File: config.mk
export PLATFORM = sky130hd
export DESIGN_NAME = wb_apb_bridge
export DESIGN_NICKNAME = d
export VERILOG_FILES = /design/src/rtl/wb_apb_bridge_pkg.sv /design/src/rtl/apb_wait_timer.sv /design/src/rtl/wb_apb_bridge.sv
export SDC_FILE = /design/constraint.sdc
export NUM_CORES = 1
export LEC_CHECK = 0
export ABC_AREA = 1
export CAP_MARGIN = 20
export CORE_ASPECT_RATIO = 1.5
export CORE_MARGIN = 2
export CORE_UTILIZATION = 43
export DETAILED_ROUTE_END_ITERATION = 8
export GPL_ROUTABILITY_DRIVEN = 0
export PLACE_DENSITY = 0.8
export SETUP_SLACK_MARGIN = 0.3
export SLEW_MARGIN = 40
export SYNTH_ARGS = -nofsm -noshare
export SYNTH_HDL_FRONTEND = slang
export SYNTH_SLANG_ARGS = --single-unit
File: constraint.sdc
create_clock -name wb_clk_i -period 2.2 [get_ports wb_clk_i]
set_clock_uncertainty 0.1 [all_clocks]
set_input_delay 0.44 -clock wb_clk_i [delete_from_list [all_inputs] [get_ports wb_clk_i]]
set_output_delay 0.44 -clock wb_clk_i [all_outputs]
set_load 0.1 [all_outputs]
File: src/rtl/wb_apb_bridge_pkg.sv
`default_nettype none
// ============================================================================
// Module      : wb_apb_bridge_pkg
// Description : Shared types and default constants for the Wishbone-to-APB
//               bridge: FSM state encoding, default decode window, timeout
//               read-data pattern and a window-match helper.
// Ports       : none (package)
// Revision    : 1.0  initial release
// ============================================================================
package wb_apb_bridge_pkg;

    typedef enum logic [1:0] {
        ST_IDLE   = 2'd0,
        ST_SETUP  = 2'd1,
        ST_ACCESS = 2'd2,
        ST_ACK    = 2'd3
    } bridge_state_e;

    localparam logic [31:0] DEF_WIN_LO   = 32'h3000_0000;
    localparam logic [31:0] DEF_WIN_HI   = 32'h300A_FFFF;
    localparam logic [31:0] DEF_ERR_DATA = 32'hDEAD_BEEF;

    // Inclusive address-window match.
    function automatic logic in_window(input logic [31:0] adr,
                                       input logic [31:0] lo,
                                       input logic [31:0] hi);
        return (adr >= lo) && (adr <= hi);
    endfunction

endpackage
`default_nettype wire

File: src/rtl/apb_wait_timer.sv
`default_nettype none
// ============================================================================
// Module      : apb_wait_timer
// Description : Loadable up-counter with a terminal-count flag. Counting
//               stops once the terminal value is reached; load wins over
//               enable.
// Ports       : clk_i      - clock
//               rst_ni     - asynchronous active-low reset
//               load_i     - load load_val_i into the counter
//               load_val_i - value loaded on load_i
//               en_i       - increment enable
//               tc_o       - counter equals TERMINAL
// Revision    : 1.0  initial release
// ============================================================================
module apb_wait_timer #(
    parameter int WIDTH    = 8,
    parameter int TERMINAL = 255
) (
    input  logic             clk_i,
    input  logic             rst_ni,
    input  logic             load_i,
    input  logic [WIDTH-1:0] load_val_i,
    input  logic             en_i,
    output logic             tc_o
);

    localparam logic [WIDTH-1:0] TC_VAL = WIDTH'(TERMINAL);

    logic [WIDTH-1:0] count_q;
    logic [WIDTH-1:0] count_d;

    assign tc_o = (count_q == TC_VAL);

    always_comb begin
        count_d = count_q;
        if (load_i) begin
            count_d = load_val_i;
        end else if (en_i && !tc_o) begin
            count_d = count_q + WIDTH'(1);
        end
    end

    always_ff @(posedge clk_i or negedge rst_ni) begin
        if (!rst_ni) begin
            count_q <= '0;
        end else begin
            count_q <= count_d;
        end
    end

endmodule
`default_nettype wire

File: src/rtl/wb_apb_bridge.sv
`default_nettype none
// ============================================================================
// Module      : wb_apb_bridge
// Description : Converts single Wishbone classic slave cycles into APB master
//               transfers with SETUP/ACCESS phasing, wait-state handling,
//               address-window filtering and an ACCESS-phase timeout.
// Ports       : wb_clk_i / wb_rst_n          - clock, async active-low reset
//               wbs_cyc/stb/we/sel/adr/dat_i  - Wishbone request
//               wbs_ack_o / wbs_dat_o         - Wishbone response
//               m_apb_addr/sel/ena/write/wdata/pstb - APB request
//               m_apb_rdata / m_apb_rready    - APB response
//               timeout_o   - one-cycle pulse on a timed-out transfer
//               tmo_count_o - saturating count of timeouts
// Revision    : 1.0  initial release
// ============================================================================
module wb_apb_bridge
    import wb_apb_bridge_pkg::*;
#(
    parameter int          TIMEOUT  = 255,
    parameter logic [31:0] ERR_DATA = DEF_ERR_DATA,
    parameter logic [31:0] WIN_LO   = DEF_WIN_LO,
    parameter logic [31:0] WIN_HI   = DEF_WIN_HI
) (
    input  logic        wb_clk_i,
    input  logic        wb_rst_n,
    input  logic        wbs_cyc_i,
    input  logic        wbs_stb_i,
    input  logic        wbs_we_i,
    input  logic [3:0]  wbs_sel_i,
    input  logic [31:0] wbs_adr_i,
    input  logic [31:0] wbs_dat_i,
    output logic        wbs_ack_o,
    output logic [31:0] wbs_dat_o,
    output logic [31:0] m_apb_addr,
    output logic        m_apb_sel,
    output logic        m_apb_ena,
    output logic        m_apb_write,
    output logic [31:0] m_apb_wdata,
    output logic [3:0]  m_apb_pstb,
    input  logic [31:0] m_apb_rdata,
    input  logic        m_apb_rready,
    output logic        timeout_o,
    output logic [7:0]  tmo_count_o
);

    localparam int CNT_W = $clog2(TIMEOUT + 1);

    bridge_state_e state_q, state_d;
    logic [31:0]   addr_q,  addr_d;
    logic [31:0]   wdata_q, wdata_d;
    logic          write_q, write_d;
    logic [3:0]    pstb_q,  pstb_d;
    logic [31:0]   rdat_q,  rdat_d;
    logic          abort_q, abort_d;
    logic          tmo_q,   tmo_d;
    logic [7:0]    tmo_cnt_q, tmo_cnt_d;

    logic          w_tc;
    logic          w_req;
    logic          w_in_win;

    assign w_req    = wbs_cyc_i && wbs_stb_i;
    assign w_in_win = in_window(wbs_adr_i, WIN_LO, WIN_HI);

    // Counter is held at zero outside ACCESS, so it is clear on every entry
    // to SETUP and after every completion.
    apb_wait_timer #(
        .WIDTH    (CNT_W),
        .TERMINAL (TIMEOUT)
    ) u_wait_timer (
        .clk_i      (wb_clk_i),
        .rst_ni     (wb_rst_n),
        .load_i     (state_q != ST_ACCESS),
        .load_val_i ('0),
        .en_i       ((state_q == ST_ACCESS) && !m_apb_rready),
        .tc_o       (w_tc)
    );

    always_comb begin
        state_d   = state_q;
        addr_d    = addr_q;
        wdata_d   = wdata_q;
        write_d   = write_q;
        pstb_d    = pstb_q;
        rdat_d    = rdat_q;
        abort_d   = abort_q;
        tmo_d     = 1'b0;
        tmo_cnt_d = tmo_cnt_q;

        case (state_q)
            ST_IDLE: begin
                if (w_req) begin
                    addr_d  = wbs_adr_i;
                    wdata_d = wbs_dat_i;
                    write_d = wbs_we_i;
                    pstb_d  = wbs_we_i ? wbs_sel_i : 4'b0000;
                    abort_d = 1'b0;
                    if (w_in_win) begin
                        state_d = ST_SETUP;
                    end else begin
                        rdat_d  = '0;
                        state_d = ST_ACK;
                    end
                end
            end
            ST_SETUP: begin
                if (!wbs_cyc_i) abort_d = 1'b1;
                state_d = ST_ACCESS;
            end
            ST_ACCESS: begin
                // An abandoned cycle cannot cancel the APB transfer; it only
                // suppresses the final Wishbone acknowledge.
                if (!wbs_cyc_i) abort_d = 1'b1;
                if (m_apb_rready) begin
                    rdat_d  = write_q ? 32'h0 : m_apb_rdata;
                    state_d = ST_ACK;
                end else if (w_tc) begin
                    rdat_d  = ERR_DATA;
                    tmo_d   = 1'b1;
                    if (tmo_cnt_q != 8'hFF) tmo_cnt_d = tmo_cnt_q + 8'd1;
                    state_d = ST_ACK;
                end
            end
            ST_ACK: begin
                // Unconditional return: the request still visible during ACK
                // belongs to the cycle just acknowledged.
                state_d = ST_IDLE;
            end
            default: state_d = ST_IDLE;
        endcase
    end

    always_ff @(posedge wb_clk_i or negedge wb_rst_n) begin
        if (!wb_rst_n) begin
            state_q   <= ST_IDLE;
            addr_q    <= '0;
            wdata_q   <= '0;
            write_q   <= 1'b0;
            pstb_q    <= '0;
            rdat_q    <= '0;
            abort_q   <= 1'b0;
            tmo_q     <= 1'b0;
            tmo_cnt_q <= '0;
        end else begin
            state_q   <= state_d;
            addr_q    <= addr_d;
            wdata_q   <= wdata_d;
            write_q   <= write_d;
            pstb_q    <= pstb_d;
            rdat_q    <= rdat_d;
            abort_q   <= abort_d;
            tmo_q     <= tmo_d;
            tmo_cnt_q <= tmo_cnt_d;
        end
    end

    assign m_apb_sel   = (state_q == ST_SETUP) || (state_q == ST_ACCESS);
    assign m_apb_ena   = (state_q == ST_ACCESS);
    assign m_apb_addr  = addr_q;
    assign m_apb_write = write_q;
    assign m_apb_wdata = wdata_q;
    assign m_apb_pstb  = pstb_q;
    assign wbs_ack_o   = (state_q == ST_ACK) && !abort_q;
    assign wbs_dat_o   = rdat_q;
    assign timeout_o   = tmo_q;
    assign tmo_count_o = tmo_cnt_q;

endmodule
`default_nettype wire

# Word-level counts from Yosys, hierarchy flattened
# Cells that the tools add are included.
totals:
  latchBits: 0
  memories: 0
  mem_bits_ro: 0
  elab_cells: 64
  input_bits: 106
  reg_bits: 121
  output_inout_bits: 113
  mem_bits_rw: 0
classes:
  n_bitwise: 1
  shift: 0
  multipliers: 0
  n_div: 0
  muxes: 20
  add_sub_neg: 2
  n_reduce_logical: 19
  n_lt_le_gt_ge: 2
  eq_ne: 10
ops:
  columns: ["operator", "count"]
  rows:
  - ["two-way mux 32 bit", 5]
  - ["case mux 32 bit (2 select lines)", 1]
  - ["greater-or-equal comparator 32 x 30 -> 1 bit, second input constant", 1]
  - ["less-or-equal comparator 32 x 30 -> 1 bit, second input constant", 1]
  - ["adder 8 x 1 -> 8 bit, second input constant", 2]
  - ["two-way mux 8 bit", 2]
  - ["== test 8 bit, second input constant", 1]
  - ["two-way mux 2 bit", 4]
  - ["inequality test 2 bit, second input constant", 4]
  - ["inequality test 8 bit, second input constant", 1]
  - ["case mux 2 bit (4 select lines)", 1]
  - ["AND reduction 4 bit", 2]
  - ["nonzero test 2 bit", 3]
  - ["logical AND 1 bit", 5]
  - ["two-way mux 1 bit", 5]
  - ["== test 2 bit, second input constant", 2]
  - ["two-way mux 4 bit", 1]
  - ["AND reduction 2 bit", 2]
  - ["logical NOT 1 bit", 3]
  - ["inequality test 3 x 1 -> 1 bit, second input constant", 1]
  - ["AND reduction 3 bit", 1]
  - ["== test 2 x 1 -> 1 bit, second input constant", 1]
  - ["logical NOT 2 bit", 1]
  - ["case mux 1 bit (2 select lines)", 1]
  - ["3 further kinds", 3]

# Depth between registers and ports, before layout
# Gate-level depths: netlist of run 1.
logic_depth:
  ltp_word: 5
  mapped_depth: 10
  ltp_nobuf: 10

# Modules after synthesis
# Synthesis of run 1 repeated with hierarchy kept, for this count alone.
unflattened:
  cells_unflattened: 699
  hier_area_um2: 5534.1
modules_own_cells:
  columns: ["mod", "n_inst", "cells_per_inst", "seq_area_each_um2", "area_each_um2"]
  rows:
  - ["wb_apb_bridge", 1, 606, 2827.7, 4916.0]
  - ["apb_wait_timer", 1, 93, 200.2, 618.1]

# Least setup slack after synthesis of run 1
# OpenSTA, ideal clock, no wires.
synth_path:
  path_kind: "reg2reg"
  startpoint: "register state_q[0]"
  endpoint: "register tmo_cnt_q[4], in the netlist tmo_count_o[4]"
  stages_incl_launch_ff: 10
  path_buffers: 0
  path_slack_ns: -0.393
  required_time_ns: 1.975
  synth_period_minus_slack_ns: 2.593
  setup_time_ns: 0.125
  t_arrival_ns: 2.367
  cell_sequence: "dfrtp_1 inv_1 ha_1 inv_1 nor2_4 inv_2 nor2_4 nand2_1 o21ai_0 nand2_1"
synth_between:
  elab_chain_len: 2
synth_rtl:
  columns: ["element", "line", "rtl"]
  rows:
  - ["from (decl)", "wb_apb_bridge.sv:48", "bridge_state_e state_q, state_d;"]
  - ["from (signal assigned)", "wb_apb_bridge.sv:145", "state_q <= state_d;"]
  - ["== test 2 bit", null, null]
  - ["named net m_apb_ena", "wb_apb_bridge.sv:36", "output logic m_apb_ena,"]
  - ["AND reduction 4 bit (no line)", null, null]
  - ["to (signal assigned)", "wb_apb_bridge.sv:153", "tmo_cnt_q <= tmo_cnt_d;"]
  - ["to (decl)", "wb_apb_bridge.sv:56", "logic [7:0] tmo_cnt_q, tmo_cnt_d;"]
# The timed path passes the listed nets, and every way through them passes these cells.
# A chain may end at the register's enable or synchronous reset.

# Worst setup path after layout of run 1
layout_path:
  startpoint: "register state_q[1]"
  endpoint: "output port m_apb_ena"
layout_between:
  elab_chain_len: 1
layout_rtl:
  columns: ["element", "line", "rtl"]
  rows:
  - ["== test 2 bit", "wb_apb_bridge.sv:158", "assign m_apb_ena = (state_q == ST_ACCESS);"]
  - ["to (decl)", "wb_apb_bridge.sv:36", null]
# No other way between the ends.

==> results.yml, run 1 <==
status:
  outcome: "finished clean"
finish:
  num-fill-cells: 977
  antenna_cells: 0
  seq_area_um2: 3039
  area_delta_synth_final_pct: 54.82
  drive_above_1_share_pct: 22.27
  layout.nets: 998
  multiInputGateArea_um2: 2135
worst_setup_path:
  worstPathMaxFanout: 5
  cp.arrival_ns: 1.33
  worstSetupStartpointType: "flop"
  crit_start: "state_q[1]"
  required_ns: 1.66
  rrSetupSlack_ns: 0.40
  criticalPathCategory: "flop to output pin"
  r2r-start: "state_q[1]"
  r2r_cells: 8
  critPathCapture: "m_apb_ena"
  r2r_end: "wbs_dat_o[22]"
  end_kind: "output pin"
sta:
  max_freq_ghz: 0.5355
  finalMaxSlewViolations: 0
  slew-limit-headroom_pct: 65.07
  hold_viol_final: 0
  tightest_slew_ns: 0.5240
  rsz0062_at_grt: "yes"
  setup_violations: 0
  period_share_pct: 84.88
  fin_crit_ns: 1.867
  hold_ws_ns: 0.3679
  fin_tns_setup_ns: 0
yosys:
  synth.distinct_cells: 28
  ys_async_sr_fraction_pct: 100.0
  ys_ff_latch: 121
  synth.net_count: 767
  ys.flop_type: "dfrtp_1"
  netlist_area_um2: 5375
  avgSynthCellArea_um2: 8.206
  yosysWarnings: 0
  ys_seq_area_share_pct: 56.33
  synthCells: 655
  synth_edf_count: 0
routing:
  antenna_left: 0
  drt_wl_total_mm: 14.62
  post_drt_via_cell_ratio: 4.850
  drt_first_pass_iters: 4
  wire_per_inst_um: 13.87
  vias: 5112
  first_iter_violations: 185
  drcViolationCount: 0
global_routing:
  grt_pass1_vias: 4883
  use_met1_pct: 27.73
  busiest_layer: "met2"
  gr-usage-met3_pct: 6.093
  grt_overflow_total: 0
  met2_usage_pct: 36.92
  grt_pass1_wl_mm: 23.50
  grt.total_usage_pct: 22.14
  antenna_found_initial: 0
  grt_max_degree: 41
clocking:
  cts_made_buffers: 17
  cts.sinks: 121
  insertion_delay_ns: 0.40
  tritoncts: "done"
  clockRootBuffer: "clkbuf_16"
  clk_pin_slew_worst_paths_ns: 0.06
  cts.path.max_buffers: 2
  htreeDepth: 4
die:
  die_x_um: 95.29
  rows: 50
  start_util_pct: 43.61
  ios: 219
  core_area_um2: 12320
  die_y_um: 140.9
  design.die.area_um2: 13430
placed_design:
  port-buffer-count: 218
  hpwl_mm: 10.35
hold_path:
  holdCritPathClass: "flop to flop"
flow_run:
  maxCapViolCount: 0
[placed cells by master (no fill, tap or decap), drive strengths merged]
master	n
bufinv	2
o31ai	2
or2	2
a21oi	4
nand3b	1
xor2	2
nand2	348
inv	30
dfrtp	121
clkinv	2
buf	139
xnor2	6
dlygate4sd3	1
o22ai	1
clkbuf	19
nor2	25
nand3	23
nor3	2
nand4	36
clkinvlp	6
clkdlybuf4s50	104
o21ai	16
ha	6
[synthesized netlist by cell type (2+ instances only)]
master / number / area [um2]
nor2_4: 2 / 22.52
inv_1: 26 / 97.59
a21oi_1: 3 / 15.01
o31ai_1: 2 / 15.01
nand2_1: 347 / 1303
or2_2: 2 / 12.51
clkbuf_1: 16 / 60.06
nand4_1: 36 / 225.2
o21ai_0: 16 / 80.08
buf_6: 2 / 22.52
ha_1: 6 / 75.07
dfrtp_1: 121 / 3028
xor2_1: 2 / 17.52
nor2_1: 22 / 82.58
nand3_1: 22 / 110.1
xnor2_1: 6 / 52.55
nor3_1: 2 / 10.01
buf_1: 5 / 18.77
buf_4: 4 / 30.03
buf_2: 5 / 25.02
[metrics by stage]
stage	instance area [um2]	util (%)	setup slack [ns]	std cells
2_1_floorplan	5410	-	0.2727	655
3_3_place_gp	7611	61.76	0.1397	1015
3_5_place_dp	7611	61.76	0.1247	1015
4_1_cts	8242	66.87	0.3061	1048
5_1_grt	8322	67.52	0.2654	1054
6_report	8322	67.52	0.3327	1054
[cells by family after synthesis]
kind of cell             share of synthesized area [%]
flip-flops                                       56.33
AO/OA/AOI/OAI                                    2.467
adder cells (fa/ha/maj)                          1.397
AND/OR/NAND/NOR                                  33.64
buffers and inverters                            4.865
XOR/XNOR                                         1.304
[how the worst min path moves through the flow]
| stage | start | endpoint | slack, ns | cells past startpoint |
|---|---|---|---|---|
| final | m_apb_wdata[22] | m_apb_wdata[22] | 0.37 | 2 |
| after global routing | m_apb_addr[14] | m_apb_addr[14] | 0.39 | 2 |
| after CTS | wbs_dat_o[23] | wbs_dat_o[23] | 0.37 | 2 |
| after detailed placement | wb_rst_n | m_apb_addr[22] | 0.36 | 1 |
| after global placement | wb_rst_n | m_apb_addr[22] | 0.36 | 1 |
| after floorplan | wb_rst_n | abort_q | 0.04 | 0 |
[final cells by class]
type                       count  area share [%]
clock buffer                  19           5.443
clock inverter                12           1.699
inverter                      28           1.338
multi-input combinational    474           25.65
sequential                   121           36.52
tap                          156           2.346
timing repair buffer         244           27.00
[per-layer routing]
layer	wire length, um	up-vias
met2	7561	201
met4	222	0
met5	0	-
met1	5690	2370
li1	-	2523
met3	1143	18
[worst max-delay path, cell delays in order, from the launching register on]
cell and delay [ns]:
dfrtp_2 0.43, buf_4 0.15, ha_4 0.18, buf_12 0.17
[state kept, by name, summed over array words and instances, names as in the netlist]
signal	count
m_apb_wdata	32
m_apb_write	1
m_apb_pstb	4
state_q	2
abort_q	1
wbs_dat_o	32
m_apb_addr	32
timeout_o	1
u_wait_timer.count_q	8
tmo_count_o	8
[timing repair]
| item | 4_1_cts | 5_1_grt |
|---|---|---|
| pin swaps | 0 | 3 |
| hold buffers | 1 | 0 |
| endpoints found under the setup margin | 4 | 44 |
| endpoints found under the hold margin | 37 | 0 |
| buffers inserted | 1 | 6 |
| gates resized for setup | 5 | 12 |
Power of run 1 is left out: the tool's default activity adds up to more than one toggle a clock period on the data nets, which glitch-free logic cannot reach.
==> run 2: changes to the inputs <==
clock period = 1.8 ns   (was 2.2 ns; I/O delays follow)
==> results.yml, run 2 <==
status:
  outcome: "stopped before the end"
  failed_stage: "global routing"
  tool.error: "[ERROR DPL-0038] Utilization greater than 100%, impossible to legalize"
clocking:
  clockRootBuffer: "clkbuf_16"
  cts.path.max_buffers: 2
  htreeDepth: 4
  cts.sinks: 121
  cts_made_buffers: 17
sta:
  worst_path_end_type: "register data pin"
  crit_endpoint: "wbs_dat_o[8]$_DFFE_PN0P_/D"
placed_design:
  hpwl_mm: 13.05
  port-buffer-count: 218
  place_worst_setup_slack_ns: -0.3741
  place_area_um2: 9150
yosys:
  synth_edf_count: 0
  synthCells: 655
  yosysMostFrequentCell: "nand2_1"
  synth.distinct_cells: 28
  netlist_area_um2: 5375
  ys_ff_latch: 121
  synth_area_leaders: "dfrtp_1 (56%), nand2_1 (24%), nand4_1 (4.2%), nand3_1 (2.0%), inv_1 (1.8%)"
  synth.net_count: 767
  yosys.area.top_type: "dfrtp_1"
  ys.flop_type: "dfrtp_1"
  synthTopCellsByCount: "nand2_1 (347), dfrtp_1 (121), nand4_1 (36)"
  ys_seq_area_share_pct: 56.33
  ys_async_sr_fraction_pct: 100.0
  avgSynthCellArea_um2: 8.206
  yosysWarnings: 0
  yosysTopAreaCellShare_pct: 56.33
die:
  rows: 50
  ios: 219
  die_y_um: 140.9
  start_util_pct: 43.61
  die_x_um: 95.29
global_routing:
  grt_max_degree: 38
run 2: repair_timing:
action / CTS
resized for setup: 266
hold buffers: 1
buffers inserted: 35
pin swaps: 70
cloned: 24
hold endpoints to repair: 22
endpoints found under the setup margin: 132
run 2: metrics by stage:
step	cells	hold slack [ns]	utilization, %
3_3_place_gp	1034	0.1989	74.24
2_1_floorplan	655	-0.03559	-
3_5_place_dp	1034	0.1950	74.24
4_1_cts	1126	0.3134	93.84
run 2: kinds of logic after synthesis:
group	Yosys count	synth area share, %
buffers and inverters	60	4.865
xor gates and xnor gates	8	1.304
AOI/OAI and AO/OA	23	2.467
adders and majority gates	6	1.397
and+or+nand+nor	437	33.64
DFF	121	56.33
==> run 3: changes to the inputs <==
CORE_ASPECT_RATIO = default   (was 1.5)
CORE_UTILIZATION = 40   (was 43)
PLACE_DENSITY = default   (was 0.8)
PLACE_DENSITY_LB_ADDON = 0.15   (was default)
SETUP_SLACK_MARGIN = default   (was 0.3)
==> results.yml, run 3 (synthesis gave the netlist of run 1 again) <==
clocking:
  cts_made_buffers: 17
  clk_pin_slew_worst_paths_ns: 0.05
  cts.path.max_buffers: 2
  insertion_delay_ns: 0.41
  clockRootBuffer: "clkbuf_16"
  cts.sinks: 121
  htreeDepth: 4
  tritoncts: "done"
die:
  core_area_um2: 13190
  rows: 42
  design.die.area_um2: 14380
  die_y_um: 119.9
  start_util_pct: 40.75
  ios: 219
  die_x_um: 119.9
finish:
  layout.nets: 1040
  antenna_cells: 0
  drive_above_1_share_pct: 30.53
  num-fill-cells: 798
  multiInputGateArea_um2: 2340
  final_common_cell: "nand2_1"
  layout_common_cells: "nand2_1 (303), buf_12 (125), dfrtp_1 (113)"
  seq_area_um2: 3043
  area_delta_synth_final_pct: 93.76
routing:
  drt_wl_total_mm: 18.97
  wire_per_inst_um: 17.00
  first_iter_violations: 452
  drcViolationCount: 0
  antenna_left: 0
  drt_first_pass_iters: 5
  post_drt_via_cell_ratio: 5.024
  vias: 5607
sta:
  period_share_pct: 104.2
  tightest_slew_ns: 0.3889
  finalMaxSlewViolations: 0
  setup_violations: 35
  timing.final.ws_setup_ns: -0.07577
  fin_crit_ns: 1.876
  hold_viol_final: 0
  rsz0062_at_grt: "yes"
  slew-limit-headroom_pct: 74.07
  hold_ws_ns: 0.3207
  max_freq_ghz: 0.5331
worst_setup_path:
  critPathCapture: "wbs_dat_o[5]"
  r2r_end: "wbs_dat_o[5]"
  r2r_cells: 9
  end_kind: "flop"
  worstPathMaxFanout: 8
  worst-path-stages: 9
  cp_num_buf_inv: 2
  crit_family: "simple AND/OR/NAND/NOR gates"
  criticalPathCategory: "flop to flop"
  cp.arrival_ns: 2.07
  worstPathCellList: "ha_2 -> nand3_2 -> inv_2 -> nand2_4 -> a21oi_4 -> nand3_4 -> clkbuf_16 -> nand2_2 -> nand2_1"
  crit_slowest_cell: "dfrtp_1"
  slowest_delay_ns: 0.41
  rrSetupSlack_ns: -0.08
  r2r-start: "u_wait_timer.count_q[0]"
  worstSetupStartpointType: "flop"
  required_ns: 1.99
  crit_start: "u_wait_timer.count_q[0]"
global_routing:
  grt.total_usage_pct: 24.76
  grt_pass1_vias: 5761
  grt_pass1_wl_mm: 28.08
  antenna_found_initial: 0
  grt_max_degree: 64
  grt_overflow_total: 0
status:
  outcome: "finished with violations"
  violations: "setup timing"
flow_run:
  maxCapViolCount: 0
placed_design:
  hpwl_mm: 12.43
  port-buffer-count: 218
hold_path:
  holdCritPathClass: "input port to asynchronous set/reset pin"
[run 3: routing by layer]
metal | track usage [%] | up-vias | routed length (um)
met5 | 0 | - | 0
met4 | 10.81 | 0 | 378
met3 | 9.316 | 34 | 1495
met2 | 42.86 | 227 | 10210
met1 | 27.00 | 2737 | 6883
li1 | - | 2609 | -
[run 3: worst min-delay path by stage]
stage / startpoint / to / slack, ns / depth (start not counted)
6_report: wb_rst_n / tmo_count_o[3] / 0.32 / 2
5_1_grt: wb_rst_n / tmo_count_o[4] / 0.36 / 2
4_1_cts: wb_rst_n / tmo_count_o[4] / 0.32 / 2
3_5_place_dp: wb_rst_n / tmo_count_o[3] / 0.21 / 1
3_3_place_gp: wb_rst_n / tmo_count_o[3] / 0.21 / 1
2_1_floorplan: wb_rst_n / abort_q / -0.04 / 0
[run 3: through the flow]
step	setup slack, ns	utilization, %	instances	setup TNS, ns	cell area [um2]
2_1_floorplan	-0.06456	-	655	-0.08118	5420
3_3_place_gp	-0.1860	69.96	1056	-14.08	9228
3_5_place_dp	-0.2293	69.96	1056	-14.90	9228
4_1_cts	-0.07122	74.79	1093	-0.1900	9864
5_1_grt	-0.1429	78.96	1116	-4.483	10420
6_report	-0.07577	78.96	1116	-0.8853	10420
[run 3: final cells by class]
type                    count  area share (%)
clock buffers              23           4.589
clock inverters             8          0.9130
inverters                  28           1.093
multi-input cells         474           22.47
flip-flops and latches    121           29.22
well taps                 176           2.114
repair buffers            286           39.61
[run 3: worst reg2reg max path, cell delays in order, from the launching register on]
cell and delay, ns:
dfrtp_1 0.41, ha_2 0.23, nand3_2 0.12, inv_2 0.09
nand2_4 0.07, a21oi_4 0.22, nand3_4 0.17, clkbuf_16 0.23
nand2_2 0.06, nand2_1 0.07
[run 3: what timing repair did]
item,CTS,global route
setup endpoints to repair,35,94
hold buffers,1,0
resized for setup,5,81
pin swaps,1,8
buffers inserted,5,15
hold endpoints to repair,24,0
gates cloned,0,8
Power of run 3 is left out for the same reason.
==> run 4: changes to the inputs <==
CELL_PAD_IN_SITES_DETAIL_PLACEMENT = 1   (was default)
CELL_PAD_IN_SITES_GLOBAL_PLACEMENT = 1   (was default)
CORE_UTILIZATION = 33   (was 40)
clock period = 2.2 ns   (was 1.8 ns; I/O delays follow)
==> results.yml, run 4 (synthesis gave the netlist of run 1 again) <==
routing:
  wire_per_inst_um: 15.30
  drt_wl_total_mm: 16.89
  vias: 5100
  drcViolationCount: 0
  post_drt_via_cell_ratio: 4.620
  drt_first_pass_iters: 4
  antenna_left: 0
  first_iter_violations: 201
sta:
  hold_viol_final: 0
  rsz0062_at_grt: "no"
  slew-limit-headroom_pct: 72.48
  setup_violations: 0
  max_freq_ghz: 0.4989
  timing.final.ws_setup_ns: 0.1957
  period_share_pct: 91.11
  hold_ws_ns: 0.3688
  fin_crit_ns: 2.004
  finalMaxSlewViolations: 0
  tightest_slew_ns: 0.4105
hold_path:
  holdCritPathClass: "flop to flop"
finish:
  drive_above_1_share_pct: 19.71
  antenna_cells: 0
  layout_common_cells: "nand2_1 (347), buf_4 (121), dfrtp_1 (119)"
  area_delta_synth_final_pct: 53.19
  layout.nets: 988
  utilization_pct: 51.84
  final_common_cell: "nand2_1"
  final_cells: 1104
worst_setup_path:
  criticalPathCategory: "flop to output pin"
  worstPathMaxFanout: 4
  end_kind: "output pin"
  rrSetupSlack_ns: 0.24
  worstSetupStartpointType: "flop"
  worstPathCellList: "inv_1 -> ha_1 -> buf_12"
  slowest_delay_ns: 0.39
  crit_slowest_cell: "dfrtp_1"
  required_ns: 1.66
  cp.arrival_ns: 1.46
die:
  ios: 219
  die_x_um: 131.6
  core_area_um2: 15890
  rows: 46
  start_util_pct: 33.84
  die_y_um: 131.6
  design.die.area_um2: 17330
clocking:
  clk_pin_slew_worst_paths_ns: 0.05
  tritoncts: "done"
  cts.path.max_buffers: 2
  htreeDepth: 4
  insertion_delay_ns: 0.41
  cts_resized: 0
  cts_made_buffers: 17
  clockRootBuffer: "clkbuf_16"
  cts.sinks: 121
global_routing:
  grt_pass1_wl_mm: 28.28
  grt.total_usage_pct: 20.37
  grt_max_degree: 69
  grt_pass1_vias: 5658
  grt_overflow_total: 0
  antenna_found_initial: 0
placed_design:
  port-buffer-count: 218
  place_worst_setup_slack_ns: -0.09197
  dp_cells: 1072
  hpwl_mm: 12.31
flow_run:
  maxCapViolCount: 0
status:
  outcome: "finished clean"
[run 4: changes by cell type in the layout (fill, tap and decap cells not counted), sizes merged]
cell,change
clkinv,-1
clkinvlp,-1
buf,-46
clkbuf,-4
[run 4: layer usage]
metal  wire length [um]  track usage [%]  part of all wire (%)  vias up
met1               6925            23.87                    41     2451
met3                808            5.170                   4.8       23
met5                  0                0                     0        -
li1                   -                -                     -     2504
met2               8841            36.07                    52      122
met4                318            7.246                   1.9        0
[run 4: worst paths after layout]
| check | start | end | cells after the start |
|---|---|---|---|
| worst min register to register | m_apb_addr[22] | m_apb_addr[22] | 2 |
| min in group asynchronous | wb_rst_n | m_apb_addr[31] | 3 |
| worst min-delay path | m_apb_addr[22] | m_apb_addr[22] | 2 |
| max in group asynchronous | wb_rst_n | m_apb_wdata[9] | 3 |
| worst max-delay path | state_q[1] | m_apb_sel | 3 |
| worst max register to register | state_q[0] | m_apb_addr[26] | 8 |
[run 4: timing repair]
item | 4_1_cts | 5_1_grt
endpoints found under the hold margin | 121 | 0
buffers inserted | 0 | 0
endpoints found under the setup margin | 0 | 0
hold buffers | 1 | 0
[run 4: area by class of cell]
type                       instances  area (um2)
fill                            1891        7651
multi-input combinational        474        2098
tap                              216       270.3
sequential                       121        3030
inverter                          28       105.1
clock inverter                     6       85.08
clock buffer                      25       525.5
timing repair buffer             234        2120
[run 4: critical path: cells and delay by family, from the launching register on]
family | cells | cell delay, ns
flops | 1 | 0.39
fa+ha+maj | 1 | 0.37
buf+inv | 2 | 0.28
[run 4: through the flow]
step	setup TNS, ns	area, um2
floorplan	-0.003057	5383
global placement	-1.102	7614
detailed placement	-2.268	7614
CTS	0	8234
global route	0	8234
finish	0	8234
Power of run 4 is left out for the same reason.
